===== src/rtl/soc_65xx_pkg.sv =====
// Shared constants and types for the soc_65xx peripheral set.
package soc_65xx_pkg;

  localparam int unsigned SP_BITS  = 8;
  // Counter must be able to hold SP_BITS itself
  localparam int unsigned SP_CNT_W = $clog2(SP_BITS + 1);
  localparam logic        CNT_IDLE = 1'b1;

  typedef enum logic [1:0] {
    SP_IDLE,
    SP_SHIFT_LO,
    SP_SHIFT_HI
  } sp_state_t;

endpackage


===== src/rtl/cia_serial_port_if.sv =====
// CPU-side register bus and serial pins of the 6526-style serial port.
interface cia_serial_port_if;
  import soc_65xx_pkg::*;

  logic               sdr_we;
  logic [SP_BITS-1:0] sdr_wdata;
  logic [SP_BITS-1:0] sdr_rdata;
  logic               spmode;
  logic               ta_underflow;
  logic               sp_in;
  logic               cnt_in;
  logic               sp_out;
  logic               cnt_out;
  logic               sp_irq;
  logic               busy;

  // Driver side: CPU, timer and external pin drivers
  modport master (
    output sdr_we, sdr_wdata, spmode, ta_underflow, sp_in, cnt_in,
    input  sdr_rdata, sp_out, cnt_out, sp_irq, busy
  );

  // Serial port side
  modport slave (
    input  sdr_we, sdr_wdata, spmode, ta_underflow, sp_in, cnt_in,
    output sdr_rdata, sp_out, cnt_out, sp_irq, busy
  );

endinterface


===== src/rtl/sp_sync_edge.sv =====
// Synchroniser and rising-edge detector for the external serial clock, with the
// serial data pin delayed by the same depth so data and clock stay aligned.
// Depth: 2 flops when SP_SYNC2_EN is defined, 1 flop otherwise.
module sp_sync_edge
  import soc_65xx_pkg::*;
(
  input  logic clk,
  input  logic reset,
  input  logic i_cnt,
  input  logic i_sp,
  output logic o_cnt_rise,
  output logic o_sp_sync
);

  logic w_cnt_s;
  logic w_sp_s;
  logic r_cnt_prev;

`ifdef SP_SYNC2_EN
  logic [1:0] r_cnt_sync;
  logic [1:0] r_sp_sync;

  // Two-stage synchroniser on both pins
  always_ff @(posedge clk) begin
    if (reset) begin
      r_cnt_sync <= {2{CNT_IDLE}};
      r_sp_sync  <= {2{CNT_IDLE}};
    end else begin
      r_cnt_sync <= {r_cnt_sync[0], i_cnt};
      r_sp_sync  <= {r_sp_sync[0], i_sp};
    end
  end

  assign w_cnt_s = r_cnt_sync[1];
  assign w_sp_s  = r_sp_sync[1];
`else
  logic r_cnt_sync;
  logic r_sp_sync;

  // Single input register on both pins
  always_ff @(posedge clk) begin
    if (reset) begin
      r_cnt_sync <= CNT_IDLE;
      r_sp_sync  <= CNT_IDLE;
    end else begin
      r_cnt_sync <= i_cnt;
      r_sp_sync  <= i_sp;
    end
  end

  assign w_cnt_s = r_cnt_sync;
  assign w_sp_s  = r_sp_sync;
`endif

  // Edge register; reset to idle-high so a pin resting high gives no edge
  always_ff @(posedge clk) begin
    if (reset) begin
      r_cnt_prev <= CNT_IDLE;
    end else begin
      r_cnt_prev <= w_cnt_s;
    end
  end

  assign o_cnt_rise = w_cnt_s & ~r_cnt_prev;
  assign o_sp_sync  = w_sp_s;

endmodule


===== src/rtl/cia_serial_port.sv =====
// 6526-style serial data register shift engine.
// Output mode shifts SDR out MSB-first on timer A underflows (2 per bit);
// input mode shifts sp_in in on synchronised rising edges of cnt_in.
// Optional macro SP_SYNC2_EN selects a 2-flop input synchroniser (see sp_sync_edge).
module cia_serial_port
  import soc_65xx_pkg::*;
(
  input  logic                     clk,
  input  logic                     reset,
  cia_serial_port_if.slave         sp_bus
);

  logic [SP_BITS-1:0]  r_sdr_reg;
  logic [SP_BITS-1:0]  r_shift_reg;
  logic [SP_CNT_W-1:0] r_bit_cnt;
  logic                r_pending;
  sp_state_t           r_state;
  logic                r_sp_out;
  logic                r_cnt_out;
  logic                r_sp_irq;
  logic                r_spmode;

  logic                w_cnt_rise;
  logic                w_sp_sync;
  logic [SP_BITS-1:0]  w_shift_in;
  logic                w_last_bit;

  sp_sync_edge u_sync (
    .clk        (clk),
    .reset      (reset),
    .i_cnt      (sp_bus.cnt_in),
    .i_sp       (sp_bus.sp_in),
    .o_cnt_rise (w_cnt_rise),
    .o_sp_sync  (w_sp_sync)
  );

  assign w_shift_in = {r_shift_reg[SP_BITS-2:0], w_sp_sync};
  assign w_last_bit = (r_bit_cnt == SP_CNT_W'(SP_BITS - 1));

  // Shift engine: mode-change abort, output FSM and input shifter
  always_ff @(posedge clk) begin
    if (reset) begin
      r_sdr_reg   <= '0;
      r_shift_reg <= '0;
      r_bit_cnt   <= '0;
      r_pending   <= 1'b0;
      r_state     <= SP_IDLE;
      r_sp_out    <= CNT_IDLE;
      r_cnt_out   <= CNT_IDLE;
      r_sp_irq    <= 1'b0;
      // Track the live mode so leaving reset never looks like a mode change
      r_spmode    <= sp_bus.spmode;
    end else begin
      r_sp_irq <= 1'b0;
      r_spmode <= sp_bus.spmode;
      if (sp_bus.spmode != r_spmode) begin
        // Mode change aborts any transfer; SDR contents survive
        r_state   <= SP_IDLE;
        r_bit_cnt <= '0;
        r_pending <= 1'b0;
        r_cnt_out <= CNT_IDLE;
        r_sp_out  <= CNT_IDLE;
        if (sp_bus.sdr_we) begin
          r_sdr_reg <= sp_bus.sdr_wdata;
        end
      end else if (r_spmode) begin
        if (sp_bus.ta_underflow) begin
          case (r_state)
            SP_IDLE: begin
              if (r_pending) begin
                r_shift_reg <= r_sdr_reg;
                r_pending   <= 1'b0;
                r_bit_cnt   <= '0;
                r_cnt_out   <= 1'b0;
                r_sp_out    <= r_sdr_reg[SP_BITS-1];
                r_state     <= SP_SHIFT_HI;
              end
            end
            SP_SHIFT_HI: begin
              r_cnt_out   <= 1'b1;
              r_shift_reg <= {r_shift_reg[SP_BITS-2:0], 1'b0};
              if (w_last_bit) begin
                r_sp_irq  <= 1'b1;
                r_bit_cnt <= '0;
                r_state   <= SP_IDLE;
              end else begin
                r_bit_cnt <= r_bit_cnt + SP_CNT_W'(1);
                r_state   <= SP_SHIFT_LO;
              end
            end
            SP_SHIFT_LO: begin
              r_cnt_out <= 1'b0;
              r_sp_out  <= r_shift_reg[SP_BITS-1];
              r_state   <= SP_SHIFT_HI;
            end
            default: r_state <= SP_IDLE;
          endcase
        end
        // Placed after the FSM so a write on a reload cycle stays pending
        if (sp_bus.sdr_we) begin
          r_sdr_reg <= sp_bus.sdr_wdata;
          r_pending <= 1'b1;
        end
      end else begin
        r_cnt_out <= CNT_IDLE;
        r_sp_out  <= CNT_IDLE;
        if (sp_bus.sdr_we) begin
          r_sdr_reg <= sp_bus.sdr_wdata;
        end
        // Received byte is assigned last so it wins over a same-cycle CPU write
        if (w_cnt_rise) begin
          r_shift_reg <= w_shift_in;
          if (w_last_bit) begin
            r_sdr_reg <= w_shift_in;
            r_sp_irq  <= 1'b1;
            r_bit_cnt <= '0;
          end else begin
            r_bit_cnt <= r_bit_cnt + SP_CNT_W'(1);
          end
        end
      end
    end
  end

  assign sp_bus.sdr_rdata = r_sdr_reg;
  assign sp_bus.sp_out    = r_sp_out;
  assign sp_bus.cnt_out   = r_cnt_out;
  assign sp_bus.sp_irq    = r_sp_irq;
  assign sp_bus.busy      = r_spmode ? ((r_state != SP_IDLE) | r_pending)
                                     : (r_bit_cnt != '0);

endmodule

===== src/flat_wrapper.sv =====
// flat-port wrapper written by rule: the top's interface ports become plain ports
module cia_serial_port_flat import soc_65xx_pkg::*;
  (clk, reset, sp_bus_sdr_we, sp_bus_sdr_wdata, sp_bus_spmode, sp_bus_ta_underflow, sp_bus_sp_in, sp_bus_cnt_in, sp_bus_sdr_rdata, sp_bus_sp_out, sp_bus_cnt_out, sp_bus_sp_irq, sp_bus_busy);
  cia_serial_port_if sp_bus_i ();
  input  logic clk;
  input  logic reset;
  input wire logic [$bits(sp_bus_i.sdr_we)-1:0] sp_bus_sdr_we;
  input wire logic [$bits(sp_bus_i.sdr_wdata)-1:0] sp_bus_sdr_wdata;
  input wire logic [$bits(sp_bus_i.spmode)-1:0] sp_bus_spmode;
  input wire logic [$bits(sp_bus_i.ta_underflow)-1:0] sp_bus_ta_underflow;
  input wire logic [$bits(sp_bus_i.sp_in)-1:0] sp_bus_sp_in;
  input wire logic [$bits(sp_bus_i.cnt_in)-1:0] sp_bus_cnt_in;
  output wire logic [$bits(sp_bus_i.sdr_rdata)-1:0] sp_bus_sdr_rdata;
  output wire logic [$bits(sp_bus_i.sp_out)-1:0] sp_bus_sp_out;
  output wire logic [$bits(sp_bus_i.cnt_out)-1:0] sp_bus_cnt_out;
  output wire logic [$bits(sp_bus_i.sp_irq)-1:0] sp_bus_sp_irq;
  output wire logic [$bits(sp_bus_i.busy)-1:0] sp_bus_busy;
  assign sp_bus_i.sdr_we = sp_bus_sdr_we;
  assign sp_bus_i.sdr_wdata = sp_bus_sdr_wdata;
  assign sp_bus_i.spmode = sp_bus_spmode;
  assign sp_bus_i.ta_underflow = sp_bus_ta_underflow;
  assign sp_bus_i.sp_in = sp_bus_sp_in;
  assign sp_bus_i.cnt_in = sp_bus_cnt_in;
  assign sp_bus_sdr_rdata = sp_bus_i.sdr_rdata;
  assign sp_bus_sp_out = sp_bus_i.sp_out;
  assign sp_bus_cnt_out = sp_bus_i.cnt_out;
  assign sp_bus_sp_irq = sp_bus_i.sp_irq;
  assign sp_bus_busy = sp_bus_i.busy;
  cia_serial_port u_core (.clk(clk), .reset(reset), .sp_bus(sp_bus_i));
endmodule

===== config.mk =====
export PLATFORM = sky130hd
export DESIGN_NAME = cia_serial_port_flat
export DESIGN_NICKNAME = d
export VERILOG_FILES = /design/src/rtl/soc_65xx_pkg.sv /design/src/rtl/cia_serial_port_if.sv /design/src/rtl/sp_sync_edge.sv /design/src/rtl/cia_serial_port.sv /design/src/flat_wrapper.sv
export SDC_FILE = /design/constraint.sdc
export NUM_CORES = 1
export LEC_CHECK = 0
export BUFFER_PORTS_ARGS = -buffer_cell sky130_fd_sc_hd__buf_2
export CAP_MARGIN = 20
export CORE_MARGIN = 5
export CORE_UTILIZATION = 54
export DETAILED_ROUTE_END_ITERATION = 8
export PLACE_DENSITY = 0.83
export SLEW_MARGIN = 20
export SYNTH_ARGS = -nofsm -noshare
export SYNTH_HDL_FRONTEND = slang
export SYNTH_HIERARCHICAL = 1
export SYNTH_SLANG_ARGS = --single-unit

===== constraint.sdc =====
create_clock -name clk -period 2.1 [get_ports clk]
set_input_delay 0.105 -clock clk [delete_from_list [all_inputs] [get_ports clk]]
set_output_delay 0.105 -clock clk [all_outputs]
set_load 0.005 [all_outputs]

-- Word-level counts from Yosys, hierarchy flattened
Cells that the tools add are included.
- add/sub/neg operators: 1
- eq/ne operators: 8
- mux-type cells: 32
- bitwise gates (word level): 5
- reduce and logical (&&, ||, !) cells: 16
- operators with widths (cell ; number):
    $mux W8 ; 9
    $mux W4 ; 5
    $pmux W8 S2 ; 1
    $mux W1 ; 12
    $reduce_and A3 Y1 ; 4
    $reduce_bool A2 Y1 ; 5
    $pmux W4 S2 ; 1
    $pmux W2 S3 ; 1
    $reduce_and A5 Y1 ; 1
    $add A4 B1 Y4 const B ; 1
    $eq A4 B3 Y1 const B ; 1
    $reduce_and A4 Y1 ; 1
    $reduce_bool A4 Y1 ; 1
    $ne A3 B2 Y1 const B ; 1
    $ne A3 B3 Y1 const B ; 1
    $not A1 Y1 ; 3
    $pmux W1 S3 ; 1
    $reduce_bool A3 Y1 ; 1
    $reduce_or A3 Y1 ; 1
    $eq A2 B1 Y1 const B ; 1
    $eq A2 B2 Y1 const B ; 1
    $logic_not A2 Y1 ; 1
    $mux W2 ; 1
    $ne A2 B1 Y1 const B ; 1
    6 further kinds ; 6
- bits in registers: 30
- bits of input ports: 15
- output and inout bits: 12
- logic and storage cells: 74

-- Longest topological paths before layout
Gate-level depths: netlist of the first run.
- depth in word-level cells: 5
- mapped depth: 7
- gate-level depth less buffers: 5

-- Cells and area by module
Netlist of the first run, hierarchy kept.
- by module, submodules not included (module ; instances ; cells each ; area an instance (µm²) ; sequential area each (µm²)):
    cia_serial_port ; 1 ; 149 ; 1398.8 ; 540.5
    sp_sync_edge ; 1 ; 7 ; 85.1 ; 60.1

-- Worst setup path after synthesis of the first run
Ideal clock, no wire load.
- path kind: register to register
- start point: register u_core.r_bit_cnt[0]
- end point: register u_core.r_sdr_reg[2] (netlist: u_core/sp_bus.sdr_rdata[2])
- setup time: 0.143 ns
- arrival: 1.500 ns
- data required time: 1.957 ns
- slack: 0.457 ns
- cell stages (with the launch flop): 8
- path buffers: 2
- clock period less this slack: 1.643 ns
- path through: dfxtp_1 -> ha_1 -> and3b_1 -> or3b_1 -> buf_6 -> buf_12 -> nor2_1 -> a211oi_2
- longest elaborated chain between the ends: 5
- ends and longest elaborated chain (what ; line ; text):
    from (decl) ; cia_serial_port.sv:15 ; logic [SP_CNT_W-1:0] r_bit_cnt;
    from (signal assigned) ; cia_serial_port.sv:87 ; r_bit_cnt <= r_bit_cnt + SP_CNT_W'(1);
    from (signal assigned) ; cia_serial_port.sv:118 ; r_bit_cnt <= r_bit_cnt + SP_CNT_W'(1);
    $eq A4 B3 Y1 ; cia_serial_port.sv:38 ; assign w_last_bit = (r_bit_cnt == SP_CNT_W'(SP_BITS - 1));
    $mux W8 ; cia_serial_port.sv:113 ; if (w_last_bit) begin
    $mux W8 ; cia_serial_port.sv:111 ; if (w_cnt_rise) begin
    $mux W8 ; cia_serial_port.sv:66 ; end else if (r_spmode) begin
    $mux W8 ; cia_serial_port.sv:56 ; if (sp_bus.spmode != r_spmode) begin
    to (signal assigned) ; cia_serial_port.sv:64 ; r_sdr_reg <= sp_bus.sdr_wdata;
    to (signal assigned) ; cia_serial_port.sv:108 ; r_sdr_reg <= sp_bus.sdr_wdata;
    to (signal assigned) ; cia_serial_port.sv:114 ; r_sdr_reg <= w_shift_in;
    to (decl) ; cia_serial_port.sv:13 ; logic [SP_BITS-1:0] r_sdr_reg;
No other way between the ends.
A chain may end at the register's enable or synchronous reset.

-- Worst setup path in the final report of the first run
- start point: register u_core.r_bit_cnt[1]
- end point: register u_core.r_sdr_reg[4] (netlist: u_core/sp_bus.sdr_rdata[4])
The elaborated chain is that of the path after synthesis.

==> impl_metrics.json, run 1 <==
{
  "r2r_start": "u_core/r_bit_cnt[1]",
  "cts_sinks": 30,
  "grt_pass1_vias": 1294,
  "ff2ff_setup_slack_ps": 180,
  "grt_max_degree": 23,
  "hold_viol_final": 0,
  "cap_violations": 0,
  "die_h_um": 62.42,
  "avgViaCountPerCell": 5.954,
  "io_buffers": 26,
  "diodes": 0,
  "layout_common_cells": "30 x dfxtp_1, 26 x buf_2, 18 x a21oi_1",
  "drc": 0,
  "die_area_um2": 3896,
  "slew_headroom_pct": 55.49,
  "min-delay-start": "sp_bus_ta_underflow",
  "multi_input_area_um2": 787.0,
  "via_count": 1286,
  "outcome": "finished, final reports clean",
  "ctsLongestPathBuffers": 2,
  "numCtsBuffers": 5,
  "reg2reg_depth": 5,
  "post-route-period-util_pct": 91.26,
  "seqCellArea_um2": 600.6,
  "synth_cell_types": 40,
  "syn-instance-count": 156,
  "first_pass_iters": 4,
  "rsz0062_at_grt": "false",
  "drt_iter0_markers": 55,
  "ant_nets": 0,
  "grt_antenna_before_repair": 0,
  "setup_viol": 0,
  "wl_per_cell_um": 15.00,
  "hold_class": "primary input to flop",
  "yosysWarningCount": 6,
  "power.density_nw_per_um2": 650.3,
  "r2r_end": "u_core/sp_bus.sdr_rdata[4]",
  "fmax_mhz": 521.8,
  "h-tree-depth": 2,
  "final_common_cell": "dfxtp_1",
  "row_count": 19,
  "ys_ff_latch": 30,
  "dieWidth_um": 62.42,
  "clk_latency_ps": 330,
  "crit_arrival_ps": 2110,
  "worst_pin_slew_ps": 667.6,
  "syn_area_um2": 1484,
  "hold_end": "u_core/sp_bus.cnt_out",
  "ioPinCount": 27,
  "areaGrowthSynthToFinish_pct": 13.24,
  "cts_tree": "yes",
  "period_needed_ps": 1917,
  "grt-ovfl-total": 0,
  "track_usage_pct": 17.68,
  "path_clk_slew_ps": 90,
  "start_kind": "flop",
  "nets": 201,
  "ys_seq_area_share_pct": 40.47,
  "synthTopCellsByArea": "dfxtp_1 40%, mux2i_1 10%, a211oi_2 6.7%",
  "skew_ps": 6.123,
  "synth_top_cell_by_area": "dfxtp_1",
  "gp_congestion": 0.7948,
  "ir_drop_mv": 0.5718,
  "core_area_um2": 2686,
  "required_ps": 2300,
  "cp-end-kind": "flop",
  "drive_above_1_share_pct": 27.03,
  "maxSlewViolCount": 0,
  "synth_top_area_share_pct": 40.47,
  "cts_setup_buffers": 0,
  "syn_area_per_cell_um2": 9.512,
  "grt_pass1_wl_um": 5616,
  "syn-num-nets": 173,
  "clockRootBuffer": "clkbuf_4",
  "pre_cts_ws_ps": 220.2,
  "post-dp-hpwl_um": 2245,
  "routed_wl_um": 3240,
  "n_fill_cell": 230,
  "start_util_pct": 55.24,
  "hold_depth": 3,
  "crit_type": "flop to flop",
  "leakage_uw": 0.0006929,
  "path_max_fanout": 16,
  "timing.final.ws_setup_ps": 183.5,
  "tns_ps": 0
}
[power breakdown]
part | total [µW] | internal, µW | switching [µW]
Clock | 363 | 162 | 201
Combinational | 129 | 59.8 | 69.4
Sequential | 601 | 586 | 14.8
[worst max-delay path by stage]
| stage | startpoint | to | slack (ps) | depth (start not counted) |
|---|---|---|---|---|
| 2_1_floorplan | u_core/r_bit_cnt[0] | u_core/sp_bus.sdr_rdata[2] | 460 | 7 |
| 3_3_place_gp | u_core/r_bit_cnt[0] | u_core/sp_bus.sdr_rdata[1] | 290 | 5 |
| 3_5_place_dp | u_core/r_bit_cnt[1] | u_core/sp_bus.sdr_rdata[4] | 220 | 5 |
| 4_1_cts | u_core/r_bit_cnt[1] | u_core/sp_bus.sdr_rdata[4] | 200 | 5 |
| 5_1_grt | u_core/r_bit_cnt[1] | u_core/sp_bus.sdr_rdata[0] | 40 | 5 |
| 6_report | u_core/r_bit_cnt[1] | u_core/sp_bus.sdr_rdata[4] | 180 | 5 |
[cell type report]
type                       count  area share, %
clock inverter                 1         0.2978
tap                           31          2.308
inverter                       3         0.6701
clock buffer                   7          3.276
sequential                    30          35.74
multi-input combinational    112          46.84
timing repair buffer          32          10.87
[critical path, stage by stage, from the launching register on]
cell and delay (ps):
dfxtp_1 390, ha_1 200, and3b_1 220, or3b_1 660
nor2_1 240, a211oi_2 60
[per-stage QoR]
| stage | cells | cell area (µm²) | total power, µW | hold slack [ps] | utilization, % |
|---|---|---|---|---|---|
| 2_1_floorplan | 156 | 1484 | 697.5 | 132.7 | - |
| 3_3_place_gp | 205 | 1590 | 732.1 | 283.8 | 59.20 |
| 3_5_place_dp | 205 | 1590 | 737.5 | 292.0 | 59.20 |
| 4_1_cts | 216 | 1680 | 1100 | 129.5 | 62.55 |
| 5_1_grt | 216 | 1680 | 1142 | 139.1 | 62.55 |
| 6_report | 216 | 1680 | 1093 | 131.2 | 62.55 |
[metal layers]
metal	wire length, µm	up-vias	track usage, %
met5	0	-	0
met1	1341	609	18.15
met4	99	0	10.08
li1	-	624	-
met3	203	12	5.036
met2	1596	41	31.61
[repair_timing]
item                                    in CTS  in global routing
endpoints found under the setup margin       0                  0
resized for setup                            0                  0
hold buffers                                 3                  0
endpoints found under the hold margin        3                  0
[cells in the mapped netlist]
cell,count
o211ai_1,2
inv_1,3
a211oi_2,8
nand2_4,1
nor2b_1,2
nand2_1,10
buf_1,1
o31ai_1,1
clkbuf_1,4
a31oi_1,1
nand2b_4,1
buf_2,1
nor3_1,2
o21ai_2,1
nand4b_1,1
nor2_1,15
o22ai_1,1
buf_4,1
a311oi_1,8
o22ai_2,1
a21oi_1,18
xor2_1,1
or2_2,1
ha_1,2
o31a_1,1
nand3_1,5
and3b_1,1
nand2_2,1
o311ai_0,1
or2_1,3
nand2b_1,2
a22oi_1,1
dfxtp_1,30
or3_1,1
nor4b_1,1
o21ai_0,2
buf_6,3
mux2i_1,15
buf_12,1
or3b_1,1
[cell families after synthesis]
logic type | after synthesis | synth area share [%]
DFF | 30 | 40.47
AOI/OAI and AO/OA | 46 | 23.69
xor gates and xnor gates | 1 | 0.5903
adders and majority gates | 2 | 1.686
and+or+nand+nor | 48 | 16.95
buffers and inverters | 14 | 6.492
muxes | 15 | 10.12
(Power assumes the default switching activity.)
==> run 2, diff against run 1 <==
Settings changed: GPL_TIMING_DRIVEN set to 0, RECOVER_POWER set to 100.
==> run 2 against run 1 <==
Sequential cell count is the same. Clock skew is 2.6 ps higher. Utilization up 1.4 points. Critical path type unchanged. Largest power group unchanged. Highest routed layer unchanged.
==> impl_metrics.json, run 2 (same netlist as run 1, synthesis figures left out) <==
{
  "post-dp-hpwl_um": 2399,
  "cts_sinks": 30,
  "die_h_um": 62.42,
  "hold_viol_final": 0,
  "drt_iter0_markers": 109,
  "hold_class": "primary input to flop",
  "post-route-period-util_pct": 88.54,
  "wl_per_cell_um": 15.35,
  "core_area_um2": 2686,
  "layout_common_cells": "30 x dfxtp_1, 18 x a21oi_1, 16 x buf_2",
  "grt_pass1_wl_um": 5768,
  "grt-ovfl-total": 0,
  "diodes": 0,
  "use_met2_pct": 30.44,
  "areaGrowthSynthToFinish_pct": 15.77,
  "leakage_uw": 0.0006851,
  "required_ps": 2290,
  "crit_arrival_ps": 2050,
  "track_usage_pct": 18.32,
  "routed_wl_um": 3453,
  "ctsLongestPathBuffers": 2,
  "via_count": 1318,
  "first_pass_iters": 4,
  "rsz0062_at_grt": "false",
  "avgViaCountPerCell": 5.858,
  "path_max_fanout": 10,
  "dieWidth_um": 62.42,
  "drive_above_1_share_pct": 18.56,
  "nets": 210,
  "slew_headroom_pct": 54.26,
  "ioPinCount": 27,
  "skew_ps": 8.755,
  "power.density_nw_per_um2": 636.7,
  "cp-end-kind": "flop",
  "grt_max_degree": 11,
  "clk_latency_ps": 330,
  "grt_pass1_vias": 1280,
  "top_usage_layer": "met2",
  "ir_drop_mv": 0.6074,
  "ant_nets": 0,
  "crit_type": "flop to flop",
  "pre_cts_ws_ps": 273.5,
  "met3_usage_pct": 6.295,
  "grtUsageMet1_pct": 21.38,
  "cts_setup_buffers": 0,
  "period_needed_ps": 1859,
  "p_total_uw": 1094,
  "worst_pin_slew_ps": 686.2,
  "tns_ps": 0,
  "numCtsBuffers": 5,
  "gp_congestion": 0.8580,
  "fmax_mhz": 537.8,
  "final_common_cell": "dfxtp_1",
  "drc": 0,
  "timing.final.ws_setup_ps": 240.7,
  "row_count": 19,
  "clockRootBuffer": "clkbuf_4",
  "h-tree-depth": 2,
  "cts_tree": "yes",
  "path_clk_slew_ps": 100,
  "grt_antenna_before_repair": 0,
  "io_buffers": 25,
  "cap_violations": 0,
  "setup_viol": 0,
  "maxSlewViolCount": 0,
  "die_area_um2": 3896,
  "start_kind": "flop",
  "n_fill_cell": 248,
  "outcome": "finished, final reports clean",
  "start_util_pct": 55.24
}
[run 2: repair_timing]
action	in CTS	in global routing
resized for setup	0	0
endpoints found under the hold margin	4	0
hold buffers	5	0
[run 2: per-stage QoR]
| stage | cells | utilization [%] | hold slack, ps | cell area (µm²) |
|---|---|---|---|---|
| global placement | 212 | 61.34 | 280.3 | 1648 |
| global route | 225 | 63.95 | 107.4 | 1718 |
| detailed placement | 212 | 61.34 | 292.5 | 1648 |
| floorplan | 156 | - | 132.7 | 1484 |
| CTS | 225 | 65.44 | 129.1 | 1758 |
| finish | 225 | 63.95 | 119.4 | 1718 |
[run 2: final cells by class]
class	count	area (µm²)	share of cell area, %
timing repair buffer	30	163.9	9.541
tap	31	38.79	2.258
multi-input combinational	112	759.5	44.21
inverter	3	11.26	0.6555
clock buffer	7	55.05	3.205
buffer	11	83.83	4.880
sequential	30	600.6	34.96
clock inverter	1	5.005	0.2913
[run 2: final timing paths]
path	start	end	slack (ps)	depth (start not counted)
worst min-delay path	sp_bus_sdr_wdata[5]	u_core/sp_bus.sdr_rdata[5]	120	3
worst max-delay path	u_core/r_bit_cnt[1]	u_core/sp_bus.sdr_rdata[2]	240	7
worst max register to register	u_core/r_bit_cnt[1]	u_core/sp_bus.sdr_rdata[2]	240	7
worst min register to register	u_core/u_sync/r_cnt_sync	u_core/u_sync/r_cnt_prev	460	1
[run 2: worst max-delay path: stages, from the launching register on]
cell	delay, ps
dfxtp_1	400
ha_1	230
and3b_1	240
or3b_1	380
buf_6	150
buf_12	140
nor2_1	120
a211oi_2	60
[run 2: per-layer routing]
layer  routed length (µm)  vias up
li1                     -      642
met4                   40        0
met1                 1546      626
met5                    0        -
met2                 1700       44
met3                  165        6
[run 2: power by group]
group / leakage [µW] / internal (µW) / switching, µW / total, µW
Sequential: 0.000245 / 586 / 12.4 / 598
Clock: 0.0000353 / 162 / 200 / 362
Combinational: 0.000405 / 60.4 / 72.6 / 133
Total: 0.000685 / 809 / 285 / 1090
==> run 3, diff against run 2 <==
Settings changed: RECOVER_POWER 100 to 50.
==> run 3 against run 2 <==
Global-route usage stayed put. Clock-buffer cell count stayed put. Power is 0.28% higher. Die area stayed put. Wire length is 0.58% lower. Critical path depth stayed put. Cell count stayed put. Combinational power is 3% higher. Sequential power hardly changed. Sequential share of layout area is 0.58 points lower. Clock power hardly changed. Highest routed layer unchanged.
==> impl_metrics.json, run 3 (same netlist as run 1, synthesis figures left out) <==
{
  "reg2reg_depth": 7,
  "grt_pass1_wl_um": 5768,
  "routed_wl_um": 3433,
  "ff2ff_setup_slack_ps": 250,
  "tns_ps": 0,
  "leakage_uw": 0.0006957,
  "nets": 210,
  "period_needed_ps": 1850,
  "start_kind": "flop",
  "start_util_pct": 55.24,
  "avgViaCountPerCell": 5.773,
  "fmax_mhz": 540.6,
  "row_count": 19,
  "r2r_end": "u_core/sp_bus.sdr_rdata[2]",
  "maxSlewViolCount": 0,
  "crit_type": "flop to flop",
  "ioPinCount": 27,
  "grt_antenna_before_repair": 0,
  "cp-end-kind": "flop",
  "areaGrowthSynthToFinish_pct": 17.71,
  "skew_ps": 9.422,
  "post-route-period-util_pct": 88.08,
  "cts_sinks": 30,
  "multi_input_area_um2": 787.0,
  "io_buffers": 25,
  "setup_viol": 0,
  "n_fill_cell": 243,
  "hold_end": "u_core/sp_bus.cnt_out",
  "layout_common_cells": "30 x dfxtp_1, 18 x a21oi_1, 17 x buf_2",
  "wl_per_cell_um": 15.26,
  "outcome": "finished, final reports clean",
  "h-tree-depth": 2,
  "seqPwrFrac_pct": 54.6,
  "critPathLaunch": "u_core/r_bit_cnt[0]",
  "stdcell_area_um2": 1747,
  "post-dp-hpwl_um": 2399,
  "power.density_nw_per_um2": 628.0,
  "ant_nets": 0,
  "track_usage_pct": 18.32,
  "required_ps": 2290,
  "placed_area_um2": 1648,
  "path_max_fanout": 10,
  "die_area_um2": 3896,
  "crit_arrival_ps": 2040,
  "cts_tree": "yes",
  "power.switching_uw": 286.2,
  "rsz0062_at_grt": "false",
  "clockPowerShare_pct": 32.9,
  "ir_drop_mv": 0.5882,
  "grt_pass1_vias": 1280,
  "via_count": 1299,
  "first_pass_iters": 4,
  "path_clk_slew_ps": 100,
  "clk_latency_ps": 330,
  "drc": 0,
  "slew_headroom_pct": 53.72,
  "cellInternalPower_uw": 810.7,
  "gp_congestion": 0.8580,
  "die_h_um": 62.42,
  "r2r_start": "u_core/r_bit_cnt[0]",
  "seqCellArea_um2": 600.6,
  "grt_max_degree": 11,
  "worst_pin_slew_ps": 694.3,
  "clockRootBuffer": "clkbuf_4",
  "grt-ovfl-total": 0,
  "combPwrFrac_pct": 12.5,
  "numCtsBuffers": 5,
  "drive_above_1_share_pct": 22.16,
  "min-delay-start": "sp_bus_ta_underflow",
  "dieWidth_um": 62.42,
  "cts_setup_buffers": 0,
  "core_area_um2": 2686,
  "final_util_pct": 65.02,
  "hold_class": "primary input to flop",
  "ctsLongestPathBuffers": 2,
  "diodes": 0,
  "drt_iter0_markers": 120,
  "cap_violations": 0,
  "swShare_pct": 26.09,
  "hold_depth": 3,
  "final_common_cell": "dfxtp_1",
  "hold_viol_final": 0
}
-- run 3: per-layer routing --
| layer | global-route usage [%] | vias up | routed length [µm] |
|---|---|---|---|
| met5 | 0 | - | 0 |
| met4 | 7.427 | 0 | 25 |
| met3 | 6.295 | 2 | 187 |
| met2 | 30.44 | 42 | 1679 |
| met1 | 21.38 | 610 | 1540 |
| li1 | - | 645 | - |
-- run 3: worst max path at each step --
| stage | endpoint | slack, ps | cells past startpoint |
|---|---|---|---|
| floorplan | u_core/sp_bus.sdr_rdata[2] | 460 | 7 |
| global placement | u_core/sp_bus.sdr_rdata[2] | 340 | 7 |
| detailed placement | u_core/sp_bus.sdr_rdata[2] | 270 | 7 |
| CTS | u_core/sp_bus.sdr_rdata[2] | 240 | 7 |
| global route | u_core/sp_bus.sdr_rdata[2] | 150 | 7 |
| finish | u_core/sp_bus.sdr_rdata[2] | 250 | 7 |
-- run 3: final cells by class --
| cell class | instances | area share, % |
|---|---|---|
| tap | 31 | 2.221 |
| inverter | 3 | 0.6447 |
| sequential | 30 | 34.38 |
| timing repair buffer | 30 | 9.384 |
| multi-input combinational | 112 | 45.06 |
| clock buffer | 7 | 3.152 |
| buffer | 11 | 4.871 |
| clock inverter | 1 | 0.2865 |
-- run 3: timing repair --
item	CTS	global route
hold endpoints to repair	4	0
resized for setup	0	0
endpoints found under the setup margin	0	0
hold buffers	5	0
-- run 3: power groups by stage --
stage | Clock, µW | Combinational (µW) | Sequential (µW)
floorplan | 0 | 87.3 | 610
global placement | 0 | 125 | 610
detailed placement | 0 | 131 | 611
CTS | 372 | 138 | 598
global route | 401 | 150 | 602
finish | 361 | 137 | 599
-- run 3: worst max-delay path, stage by stage (launching register included) --
cell and delay (ps):
dfxtp_1 400, ha_1 210, and3b_1 240, or3b_1 380
buf_6 150, buf_12 140, nor2_1 120, a211oi_2 60
-- run 3: per-stage QoR --
step                worst slack (ps)  hold slack (ps)  total power, µW  std cells
finish                         250.2            144.3             1097        225
detailed placement             273.5            292.5            742.6        212
global route                   146.4            138.1             1153        225
floorplan                      457.1            132.7            697.5        156
CTS                            236.0            129.1             1109        225
global placement               343.1            280.3            735.6        212
